`src/rtl/hist_pkg.sv`:
```
// Shared definitions for the histogram transmit path: FSM encodings,
// header field layout and the default word width.
package hist_pkg;

    typedef enum logic [2:0] {
        ST_IDLE   = 3'b001,
        ST_HEADER = 3'b010,
        ST_STREAM = 3'b100
    } state_t;

    localparam int N_BIN_LSB               = 0;
    localparam int ROW_LSB                 = 4;
    localparam int DEFAULT_HISTOGRAM_WIDTH = 16;

endpackage

```
`src/rtl/hist_fifo.sv`:
```
// Synchronous first-word-fall-through FIFO with flush; a pop in the same
// cycle as a push frees the slot the push needs when the FIFO is full.
module hist_fifo #(
    parameter int WIDTH = 16,
    parameter int DEPTH = 16
) (
    input  logic             clk,
    input  logic             reset,
    input  logic             flush,
    input  logic             push,
    input  logic             pop,
    input  logic [WIDTH-1:0] din,
    output logic [WIDTH-1:0] dout,
    output logic             full,
    output logic             empty
);
    localparam int AW = $clog2(DEPTH);

    logic [AW:0]      wr_ptr;
    logic [AW:0]      rd_ptr;
    logic [WIDTH-1:0] mem [DEPTH];
    logic             do_push;
    logic             do_pop;

    assign empty   = (wr_ptr == rd_ptr);
    assign full    = (wr_ptr[AW] != rd_ptr[AW]) && (wr_ptr[AW-1:0] == rd_ptr[AW-1:0]);
    assign do_pop  = pop && !empty;
    assign do_push = push && (!full || do_pop);
    assign dout    = mem[rd_ptr[AW-1:0]];

    // NOTE: sequential state uses non-blocking assignments so every register
    // samples pre-edge values regardless of statement order.
    always_ff @(posedge clk or posedge reset) begin
        if (reset) begin
            wr_ptr <= '0;
            rd_ptr <= '0;
        end else if (flush) begin
            wr_ptr <= '0;
            rd_ptr <= '0;
        end else begin
            if (do_push) wr_ptr <= wr_ptr + 1'b1;
            if (do_pop)  rd_ptr <= rd_ptr + 1'b1;
        end
    end

    // NOTE: storage is deliberately not reset; the pointers alone define
    // which entries are meaningful.
    always_ff @(posedge clk) begin
        if (do_push) mem[wr_ptr[AW-1:0]] <= din;
    end

endmodule

```
`src/rtl/hist_flow_tx.sv`:
```
// Framing transmitter: buffers histogram bin words and emits one header word
// followed by storecycles data words per cell row over valid/ready.
module hist_flow_tx
    import hist_pkg::*;
#(
    parameter int HISTOGRAM_WIDTH = DEFAULT_HISTOGRAM_WIDTH,
    parameter int FIFO_DEPTH      = 16,
    parameter int ROW_CNT_WIDTH   = 12
) (
    input  logic                       clk,
    input  logic                       reset,
    input  logic [HISTOGRAM_WIDTH-1:0] data_in,
    input  logic                       data_valid_in,
    input  logic [15:0]                storecycles,
    input  logic [9:0]                 cellrows,
    input  logic [3:0]                 n_bin_exp,
    input  logic                       onoff,
    output logic [HISTOGRAM_WIDTH-1:0] out_data,
    output logic                       out_valid,
    input  logic                       out_ready,
    output logic                       out_sof,
    output logic                       out_eof,
    output logic                       overflow,
    output logic [ROW_CNT_WIDTH-1:0]   row_index
);
    localparam int RW = HISTOGRAM_WIDTH - ROW_LSB;

    state_t                        state;
    logic [15:0]                   word_cnt;
    logic [15:0]                   eff_sc;
    logic [ROW_LSB-1:0]            nbin_q;
    logic                          fifo_full;
    logic                          fifo_empty;
    logic [HISTOGRAM_WIDTH-1:0]    fifo_head;
    logic                          push_req;
    logic                          xfer;
    logic                          pop;
    logic                          drop;
    logic                          last_word;
    logic                          row_last;
    logic [RW+ROW_CNT_WIDTH-1:0]   row_ext;
    logic [HISTOGRAM_WIDTH-1:0]    hdr_word;

    hist_fifo #(
        .WIDTH (HISTOGRAM_WIDTH),
        .DEPTH (FIFO_DEPTH)
    ) u_fifo (
        .clk   (clk),
        .reset (reset),
        .flush (!onoff),
        .push  (push_req),
        .pop   (pop),
        .din   (data_in),
        .dout  (fifo_head),
        .full  (fifo_full),
        .empty (fifo_empty)
    );

    assign push_req  = data_valid_in && onoff;
    assign out_valid = (state == ST_HEADER) || ((state == ST_STREAM) && !fifo_empty);
    assign xfer      = out_valid && out_ready;
    assign pop       = xfer && (state == ST_STREAM);
    assign drop      = push_req && fifo_full && !pop;
    assign last_word = (word_cnt == eff_sc - 16'd1);
    assign row_last  = (row_index == ROW_CNT_WIDTH'(cellrows));

    // Zero-extend then slice, so the row field fits any output width.
    assign row_ext  = (RW + ROW_CNT_WIDTH)'(row_index);
    assign hdr_word = {row_ext[RW-1:0], nbin_q};

    assign out_data = (state == ST_HEADER) ? hdr_word :
                      (state == ST_STREAM) ? fifo_head : '0;
    assign out_sof  = (state == ST_HEADER) && (row_index == '0);
    assign out_eof  = (state == ST_STREAM) && last_word && row_last;

    always_ff @(posedge clk or posedge reset) begin
        if (reset) begin
            state     <= ST_IDLE;
            word_cnt  <= '0;
            eff_sc    <= '0;
            nbin_q    <= '0;
            row_index <= '0;
            overflow  <= 1'b0;
        end else if (!onoff) begin
            state     <= ST_IDLE;
            word_cnt  <= '0;
            row_index <= '0;
            overflow  <= 1'b0;
        end else begin
            if (drop) overflow <= 1'b1;
            case (state)
                ST_IDLE: begin
                    if (!fifo_empty) begin
                        state  <= ST_HEADER;
                        nbin_q <= n_bin_exp;
                    end
                end
                ST_HEADER: begin
                    if (xfer) begin
                        state    <= ST_STREAM;
                        word_cnt <= '0;
                        eff_sc   <= (storecycles == 16'd0) ? 16'd1 : storecycles;
                    end
                end
                ST_STREAM: begin
                    if (xfer) begin
                        word_cnt <= word_cnt + 16'd1;
                        if (last_word) begin
                            state     <= ST_IDLE;
                            row_index <= row_last ? '0 : row_index + 1'b1;
                        end
                    end
                end
                default: state <= ST_IDLE;
            endcase
        end
    end

endmodule

```
`config.mk`:
```
export PLATFORM = sky130hd
export DESIGN_NAME = hist_flow_tx
export DESIGN_NICKNAME = d
export VERILOG_FILES = /design/src/rtl/hist_pkg.sv /design/src/rtl/hist_fifo.sv /design/src/rtl/hist_flow_tx.sv
export SDC_FILE = /design/constraint.sdc
export NUM_CORES = 1
export LEC_CHECK = 0
export BUFFER_PORTS_ARGS = -buffer_cell sky130_fd_sc_hd__buf_4
export CAP_MARGIN = 20
export CORE_ASPECT_RATIO = 1.4
export CORE_UTILIZATION = 45
export DETAILED_ROUTE_END_ITERATION = 7
export HOLD_SLACK_MARGIN = 0.05
export SLEW_MARGIN = 20
export SYNTH_ARGS = -nofsm -noshare
export SYNTH_HDL_FRONTEND = slang
export SYNTH_SLANG_ARGS = --single-unit
```
`constraint.sdc`:
```
create_clock -name clk -period 4.89 [get_ports clk]
set_input_delay 0.978 -clock clk [delete_from_list [all_inputs] [get_ports clk]]
set_output_delay 0.978 -clock clk [all_outputs]
set_load 0.005 [all_outputs]
```
==> flow_summary.ini, run 1 <==
[outcome]
outcome = finished, final reports clean

[die]
core_um2 = 29900
dieArea_um2 = 31100
num_rows = 75
fp.dieH_um = 208
pin_count = 83
dieWidth_um = 149
start_util_pct = 45.6

[clocking]
clk_pin_slew_ns = 0.06
cts_tree = done
htreeDepth = 1
numCtsBuffers = 30
cts_setup_buffers = 0
cts_buffer_depth = 3
clockRootBuffer = clkbuf_16
clk-insertion-delay-late_ns = 0.56
cts-hold-fix-buffers = 0
cts_resized = 0
clock-sinks = 318

[sta]
timing.fmax_ghz = 0.223
slew_headroom_pct = 40.9
tns_ns = 0
finalSetupViolCount = 0
hold_viol = 0
fin_skew_ns = 0.0113
fin_crit_sh_pct = 91.6
layout_min_cycle_time_ns = 4.48
timing.final.ws_setup_ns = 0.410
tightest_slew_ns = 0.883
maxSlewViolCount = 0
rsz0062_at_grt = no

[final_layout]
multiInputGateArea_um2 = 4260
seq_area_um2 = 9250
post-route-util_pct = 52.8
final_cell_mix = 256 x edfxtp_1, 109 x buf_4, 80 x mux4_2
nets = 972
nFillCells = 2445
layout-drive-gt1-share_pct = 30.2
diodes = 0
syn2layout_area_growth_pct = 15.8
layout_commonest_cell = edfxtp_1

[pwr]
p_comb_share_pct = 7.8
cellPowerDensity_nw_per_um2 = 361
internal_power_mw = 4.43
ir_worst_vdd_mv = 0.310
p_switching_mw = 1.28
seqPwrFrac_pct = 53.4
leakage_nw = 5.50
clock_power_share_pct = 38.7
power_mw = 5.71
p_sw_share_pct = 22.4

[routing]
vias = 7555
vias_per_cell = 5.73
avgRoutedWirePerCell_um = 23.9
drt_iter0_markers = 406
drc = 0
dr.pass1.iters = 4
routed_wirelength_mm = 31.5
ant_nets = 0

[synth]
synth_warnings = 0
syn-num-nets = 872
syn_inst = 812
syn_area_per_cell_um2 = 16.8
yosysSeqAreaShare_pct = 67.7
syn-cell-area_um2 = 13700
synth-seq-cells = 318
ys_types = 59
synth_ff_type = edfxtp_1
async_flop_share_pct = 19.5
synth_edf_count = 256

[placed_design]
place_hpwl_mm = 19.7
place.port_buffers = 82
gp_congestion = 0.831
pre_cts_ws_ns = 0.782

[setup_path]
cp_top_family = simple AND/OR/NAND/NOR gates
start_kind = register
crit_fanout = 7
cp_num_buf_inv = 2
critical_path.cell_chain = inv_1, ha_1, or4b_1, nor4_2, xor2_1, o221a_2, o21ai_2, nand3_1, nor4b_1, buf_4
crit_required_ns = 3.91
endpoint_kind = primary output
worstPathArrival_ns = 3.50
critPathMaxStageDelay_ns = 0.61
worst_path_max_delay_cell = or4b_1
worst-setup-path-type = register to primary output

[grt]
grt_pass1_vias = 7750
grt_pass1_wl_mm = 47.2
grt_usage_pct = 20.8
grt_overflow = 0
grt_start_max_net_pins = 38
antenna_found_initial = 0

[min_path]
min_path_type = register to register

[job]
maxCapViolCount = 0
[power by group through the flow]
stage / Sequential [mW] / Combinational [mW] / Clock (mW)
floorplan: 3.08 / 0.308 / 0
global placement: 3.10 / 0.441 / 0
detailed placement: 3.10 / 0.446 / 0
CTS: 3.05 / 0.447 / 2.26
global route: 3.06 / 0.488 / 2.36
finish: 3.05 / 0.447 / 2.21
[flip-flops by register name (all words and copies together) (netlist names)]
| signal | flops |
|---|---|
| overflow | 1 |
| nbin_q | 4 |
| eff_sc | 16 |
| row_index | 12 |
| u_fifo.rd_ptr | 5 |
| state | 3 |
| u_fifo.wr_ptr | 5 |
| u_fifo.mem | 256 |
| word_cnt | 16 |
[worst register-to-register path, cell delays in order, from the launching register on]
cell and delay (ns):
dfrtp_1 0.42, inv_1 0.09, ha_1 0.25, or4b_1 0.61
or2_2 0.34, nor4b_1 0.53, nor2_1 0.17, nor4_4 0.28
nand4_2 0.35, o211ai_2 0.27, o41ai_2 0.09
[layout make-up]
type / instances / share of cell area, %
Timing Repair Buffer: 111 / 5.43
Multi-Input combinational cell: 440 / 26.9
Sequential cell: 318 / 58.4
Tap cell: 385 / 3.04
Clock buffer: 35 / 5.00
Inverter: 11 / 0.261
Clock inverter: 19 / 0.894
[logic make-up (layout without fill, tap and decap cells)]
kind of cell	count (synthesis)	count (layout)	synth area share, %
AOI/OAI and AO/OA	95	95	5.02
xor gates and xnor gates	48	48	3.08
adders and majority gates	9	9	0.825
buffers and inverters	54	176	1.56
DFF	318	318	67.7
muxes	91	91	14.1
and+or+nand+nor	197	197	7.79
[path summary, 6_finish.rpt]
check	startpoint	endpoint	slack, ns	depth (start not counted)
min reg2reg	overflow	overflow	0.51	2
max in group asynchronous	reset	state[0]	3.39	3
min	overflow	overflow	0.51	2
min in group asynchronous	reset	word_cnt[6]	0.60	2
max reg2reg	eff_sc[0]	row_index[11]	1.35	10
max	eff_sc[0]	out_eof	0.41	10
[synthesized netlist by cell type (2+ instances only)]
cell type	number	area, um^2
edfxtp_1	256	7690
mux4_2	80	1800
nor2_1	70	263
dfrtp_1	61	1530
xor2_1	35	307
clkbuf_1	32	120
nand2_1	29	109
a22o_1	28	245
nand3_1	18	90.1
o21ai_0	15	75.1
xnor2_1	13	114
a21oi_1	12	60.1
o211ai_1	12	90.1
and3_1	11	68.8
inv_1	11	41.3
nand3b_1	11	82.6
nor4_1	10	62.6
ha_1	9	113
nand4_1	9	56.3
o21ai_1	9	45.0
buf_1	8	30.0
mux2_2	8	90.1
nor3_1	7	35.0
and2_1	5	31.3
a211oi_1	4	30.0
or2_2	4	25.0
mux2i_1	3	30.0
nor4b_1	3	26.3
or4_1	3	22.5
a21o_1	2	15.0
and4_1	2	17.5
nand4b_1	2	17.5
nor4_4	2	42.5
o2111ai_1	2	17.5
or4_4	2	22.5
[per-layer routing]
layer / vias up / part of all wire [%] / wire length (um) / GRT usage, %
li1: 3435 / - / - / -
met1: 3893 / 40 / 12500 / 25.9
met2: 187 / 53 / 16800 / 37.4
met3: 40 / 4.8 / 1520 / 3.00
met4: 0 / 2.1 / 659 / 6.12
met5: - / 0 / 0 / 0
[per-stage QoR]
stage | hold slack [ns] | instances | cell area, um^2
6_report | 0.509 | 1319 | 15800
4_1_cts | 0.513 | 1319 | 15800
2_1_floorplan | 0.481 | 812 | 13700
3_5_place_dp | 0.497 | 1265 | 14900
3_3_place_gp | 0.490 | 1265 | 14900
5_1_grt | 0.539 | 1319 | 15800
Note: power is estimated with default switching activity, not from simulation.
==> run 2, diff against run 1 <==
--- a/config.mk
+++ b/config.mk
@@ -10,7 +10,7 @@
 export CORE_ASPECT_RATIO = 1.4
 export CORE_UTILIZATION = 45
 export DETAILED_ROUTE_END_ITERATION = 7
-export HOLD_SLACK_MARGIN = 0.05
+export RECOVER_POWER = 50
 export SLEW_MARGIN = 20
 export SYNTH_ARGS = -nofsm -noshare
 export SYNTH_HDL_FRONTEND = slang
==> flow_summary.ini, run 2 (synthesis results as in run 1) <==
[job]
maxCapViolCount = 1

[final_layout]
post-route-util_pct = 52.6
layout-drive-gt1-share_pct = 27.9
largest_reg_flops = 256
diodes = 0
layout_commonest_cell = edfxtp_1
nets = 972
final_cell_mix = 256 x edfxtp_1, 80 x mux4_2, 77 x buf_4
syn2layout_area_growth_pct = 15.3

[die]
pin_count = 83
fp.dieH_um = 208
core_um2 = 29900
dieArea_um2 = 31100
start_util_pct = 45.6
num_rows = 75
dieWidth_um = 149

[setup_path]
critical_path.cell_chain = inv_1, ha_1, or4b_1, nor4_2, xor2_1, o221a_2, o21ai_2, nand3_1, nor4b_1, buf_4
worst_path_max_delay_cell = or4b_1
cp_top_family = simple AND/OR/NAND/NOR gates
timing.rr.start = eff_sc[0]
endpoint_kind = primary output
start_kind = register
crit_fanout = 7
worstPathArrival_ns = 3.50
r2r_cells = 10
reg2reg_setup_slack_ns = 1.34
worstReg2RegEnd = row_index[11]
worst-setup-path-type = register to primary output
cp_num_buf_inv = 2
critPathMaxStageDelay_ns = 0.61
crit_required_ns = 3.91

[sta]
fin_crit_sh_pct = 91.5
finalSetupViolCount = 0
fin_skew_ns = 0.0108
timing.hold.ws_ns = 0.507
tightest_slew_ns = 1.48
rsz0062_at_grt = no
maxSlewViolCount = 0
hold_viol = 0
slew_headroom_pct = 1.42
layout_min_cycle_time_ns = 4.48
tns_ns = 0
timing.fmax_ghz = 0.223

[pwr]
clock_power_share_pct = 38.8
p_comb_share_pct = 7.7
p_switching_mw = 1.28
seqPwrFrac_pct = 53.5
leakage_nw = 5.43
ir_worst_vdd_mv = 0.311
internal_power_mw = 4.42
cellPowerDensity_nw_per_um2 = 362
p_sw_share_pct = 22.4

[grt]
grt_pass1_wl_mm = 47.2
grt_overflow = 0
antenna_found_initial = 1
grt_start_max_net_pins = 38
grt_pass1_vias = 7750
grt_usage_pct = 20.8

[clocking]
clk_pin_slew_ns = 0.06
cts_tree = done
clock-sinks = 318
clockRootBuffer = clkbuf_16
clk-insertion-delay-late_ns = 0.56
cts_buffer_depth = 3
htreeDepth = 1
numCtsBuffers = 30

[routing]
dr.pass1.iters = 6
routed_wirelength_mm = 31.5
avgRoutedWirePerCell_um = 23.9
drt_iter0_markers = 413
ant_nets = 0
vias_per_cell = 5.75
vias = 7578
drc = 0

[min_path]
holdPathStages = 2
hold_start = overflow
min_to = overflow
min_path_type = register to register

[placed_design]
place_hpwl_mm = 19.7
place.port_buffers = 82
gp_congestion = 0.831

[outcome]
violations = max-capacitance violations
outcome = finished with violations
## run 2: tightest hold or removal path, stage by stage, from the launching register on
cell and delay (ns):
dfrtp_1 0.35, a21oi_1 0.04, nor2_1 0.07
## run 2: worst max-delay path by stage
stage | start | to | depth (start not counted)
after global routing | eff_sc[0] | out_eof | 10
after detailed placement | eff_sc[0] | out_eof | 10
final | eff_sc[0] | out_eof | 10
after CTS | eff_sc[0] | out_eof | 10
after floorplan | u_fifo.rd_ptr[0] | out_data[0] | 6
after global placement | eff_sc[0] | out_eof | 10
## run 2: power groups by stage
stage	clock network [mW]	logic, mW	registers, mW
finish	2.21	0.440	3.05
global route	2.36	0.481	3.06
CTS	2.26	0.447	3.05
detailed placement	0	0.446	3.10
global placement	0	0.441	3.10
floorplan	0	0.308	3.08
## run 2: metrics by stage
step | worst slack [ns] | power [mW] | instance area [um^2] | cells
6_report | 0.414 | 5.70 | 15700 | 1319
5_1_grt | 0.0854 | 5.90 | 15700 | 1319
4_1_cts | 0.172 | 5.76 | 15800 | 1319
3_5_place_dp | 0.782 | 3.55 | 14900 | 1265
3_3_place_gp | 0.889 | 3.54 | 14900 | 1265
2_1_floorplan | 1.20 | 3.39 | 13700 | 812
## run 2: final cells by class
class / instances / area (um^2)
multi-input cells: 440 / 4260
inverters: 11 / 41.3
clock inverters: 19 / 141
clock buffers: 35 / 791
well taps: 385 / 482
repair buffers: 111 / 787
fillers: 2457 / 14200
flip-flops and latches: 318 / 9250
## run 2: layer usage
metal,vias to the layer above,track usage (%),part of all wire [%]
li1,3434,-,-
met1,3945,25.9,41
met2,156,37.4,54
met3,41,3.00,3.7
met4,2,6.12,2.1
met5,-,0,0.035
## run 2: repair_timing
| action | in CTS | in global routing |
|---|---|---|
| gates resized for setup | 0 | 1 |
| hold endpoints to repair | 0 | 0 |
| setup buffers | 0 | 0 |
| setup endpoints to repair | 0 | 1 |
| hold buffers | 0 | 0 |
==> run 3, diff against run 2 <==
==> constraint.sdc (replaced) <==
create_clock -name clk -period 4.89 [get_ports clk]
set_input_delay 0.978 -clock clk [delete_from_list [all_inputs] [get_ports clk]]
set_output_delay 0.978 -clock clk [all_outputs]
set_load 0.1 [all_outputs]
==> flow_summary.ini, run 3 (synthesis results as in run 1) <==
[outcome]
outcome = finished with violations
violations = max-capacitance violations, max-slew violations

[grt]
grt_start_max_net_pins = 42
grt_overflow = 0
grt_usage_pct = 20.6
antenna_found_initial = 2
grt_pass1_wl_mm = 47.1
grt_pass1_vias = 7850

[pwr]
ir_worst_vdd_mv = 0.276
leakage_nw = 5.42
power_mw = 5.86
cellPowerDensity_nw_per_um2 = 372

[setup_path]
timing.rr.start = state[2]
endpoint_kind = primary output
r2r_cells = 7
crit_fanout = 7
worstPathArrival_ns = 3.58
worst_path_max_delay_cell = or4b_1
worstReg2RegEnd = word_cnt[15]
worst-setup-path-type = register to primary output
cp_top_family = simple AND/OR/NAND/NOR gates
crit_required_ns = 3.91
cp-startpoint = eff_sc[0]
critPathMaxStageDelay_ns = 0.63
reg2reg_setup_slack_ns = 1.11
cp_num_buf_inv = 2
start_kind = register
critical_path.cell_chain = inv_1, ha_1, or4b_1, or2_2, nor4b_1, o21ai_0, nor4b_4, buf_4

[die]
core_um2 = 29900
fp.dieH_um = 208
start_util_pct = 45.6
pin_count = 83
dieArea_um2 = 31100
num_rows = 75
dieWidth_um = 149

[final_layout]
post-route-util_pct = 52.7
layout-drive-gt1-share_pct = 26.8
stdcell_count = 1321
diodes = 0
multiInputGateArea_um2 = 4280
final_cell_mix = 256 x edfxtp_1, 80 x mux4_2, 77 x buf_4
layout_commonest_cell = edfxtp_1
nFillCells = 2432
largest_reg_flops = 256
nets = 972
seq_area_um2 = 9250
syn2layout_area_growth_pct = 15.6

[sta]
rsz0062_at_grt = no
timing.hold.ws_ns = 0.521
fin_skew_ns = 0.00920
timing.fmax_ghz = 0.219
layout_min_cycle_time_ns = 4.56
slew_headroom_pct = -4.58
tns_ns = 0
fin_crit_sh_pct = 93.2
maxSlewViolCount = 41
tightest_slew_ns = 1.57
hold_viol = 0
finalSetupViolCount = 0

[clocking]
cts_tree = done
cts_setup_buffers = 0
htreeDepth = 1
clk-insertion-delay-late_ns = 0.56
clk_pin_slew_ns = 0.06
cts_buffer_depth = 3
clockRootBuffer = clkbuf_16
numCtsBuffers = 30
clock-sinks = 318

[routing]
ant_nets = 0
dr.pass1.iters = 5
vias = 7669
avgRoutedWirePerCell_um = 23.7
drt_iter0_markers = 433
routed_wirelength_mm = 31.3
drc = 0
vias_per_cell = 5.81

[placed_design]
placed_cells_incl_taps = 1265
place_hpwl_mm = 20.1
gp_congestion = 0.866
place.port_buffers = 82

[min_path]
min_to = nbin_q[3]
min_path_type = register to register
hold_start = nbin_q[3]
holdPathStages = 1

[job]
maxCapViolCount = 1
-- run 3: changes by cell type in the layout (fill, tap and decap cells not counted), sizes merged --
cell,change
inv,+1
clkinv,+2
clkinvlp,-1
clkbuf,-2
bufinv,+2
-- run 3: through the flow --
stage                     instance area, um^2  setup slack, ns
after floorplan                         13700            0.423
after global placement                  14900            0.714
after detailed placement                14900            0.615
after CTS                               15900           0.0187
after global routing                    15800            0.113
final                                   15800            0.331
-- run 3: final cells by class --
class | count | share of cell area, %
Clock buffer | 33 | 4.96
Clock inverter | 23 | 1.34
Inverter | 11 | 0.262
Multi-Input combinational cell | 440 | 27.1
Sequential cell | 318 | 58.6
Tap cell | 385 | 3.05
Timing Repair Buffer | 111 | 4.70
-- run 3: worst max-delay path by stage --
stage,endpoint,cells after the start,slack [ns]
final,out_eof,8,0.33
after global placement,out_eof,10,0.71
after global routing,out_eof,10,0.11
after CTS,out_eof,10,0.02
after detailed placement,out_eof,10,0.61
after floorplan,out_eof,10,0.42
-- run 3: metal layers --
| metal | vias up | global-route usage (%) | part of all wire, % |
|---|---|---|---|
| li1 | 3427 | - | - |
| met1 | 3991 | 26.0 | 40 |
| met2 | 199 | 36.6 | 53 |
| met3 | 48 | 3.18 | 4.8 |
| met4 | 4 | 5.49 | 1.9 |
| met5 | - | 0 | 0.090 |
-- run 3: power by group --
| part | leakage, nW | switching [mW] | total (mW) | internal [mW] |
|---|---|---|---|---|
| combinational | 1.79 | 0.278 | 0.466 | 0.188 |
| sequential | 3.14 | 0.0644 | 3.05 | 2.99 |
| clock | 0.485 | 0.986 | 2.35 | 1.36 |
| total | 5.42 | 1.33 | 5.86 | 4.54 |
-- run 3: timing repair --
item	in CTS	in global routing
endpoints found under the setup margin	0	1
hold buffers	0	0
gates resized for setup	0	2
-- run 3: worst register-to-register path, stage by stage (launching register included) --
cell	delay, ns
dfrtp_1	0.41
nor3b_1	0.86
clkbuf_1	0.69
o21ai_0	0.48
a211oi_1	0.76
nand4_1	0.22
xor2_1	0.18
nor2_1	0.05
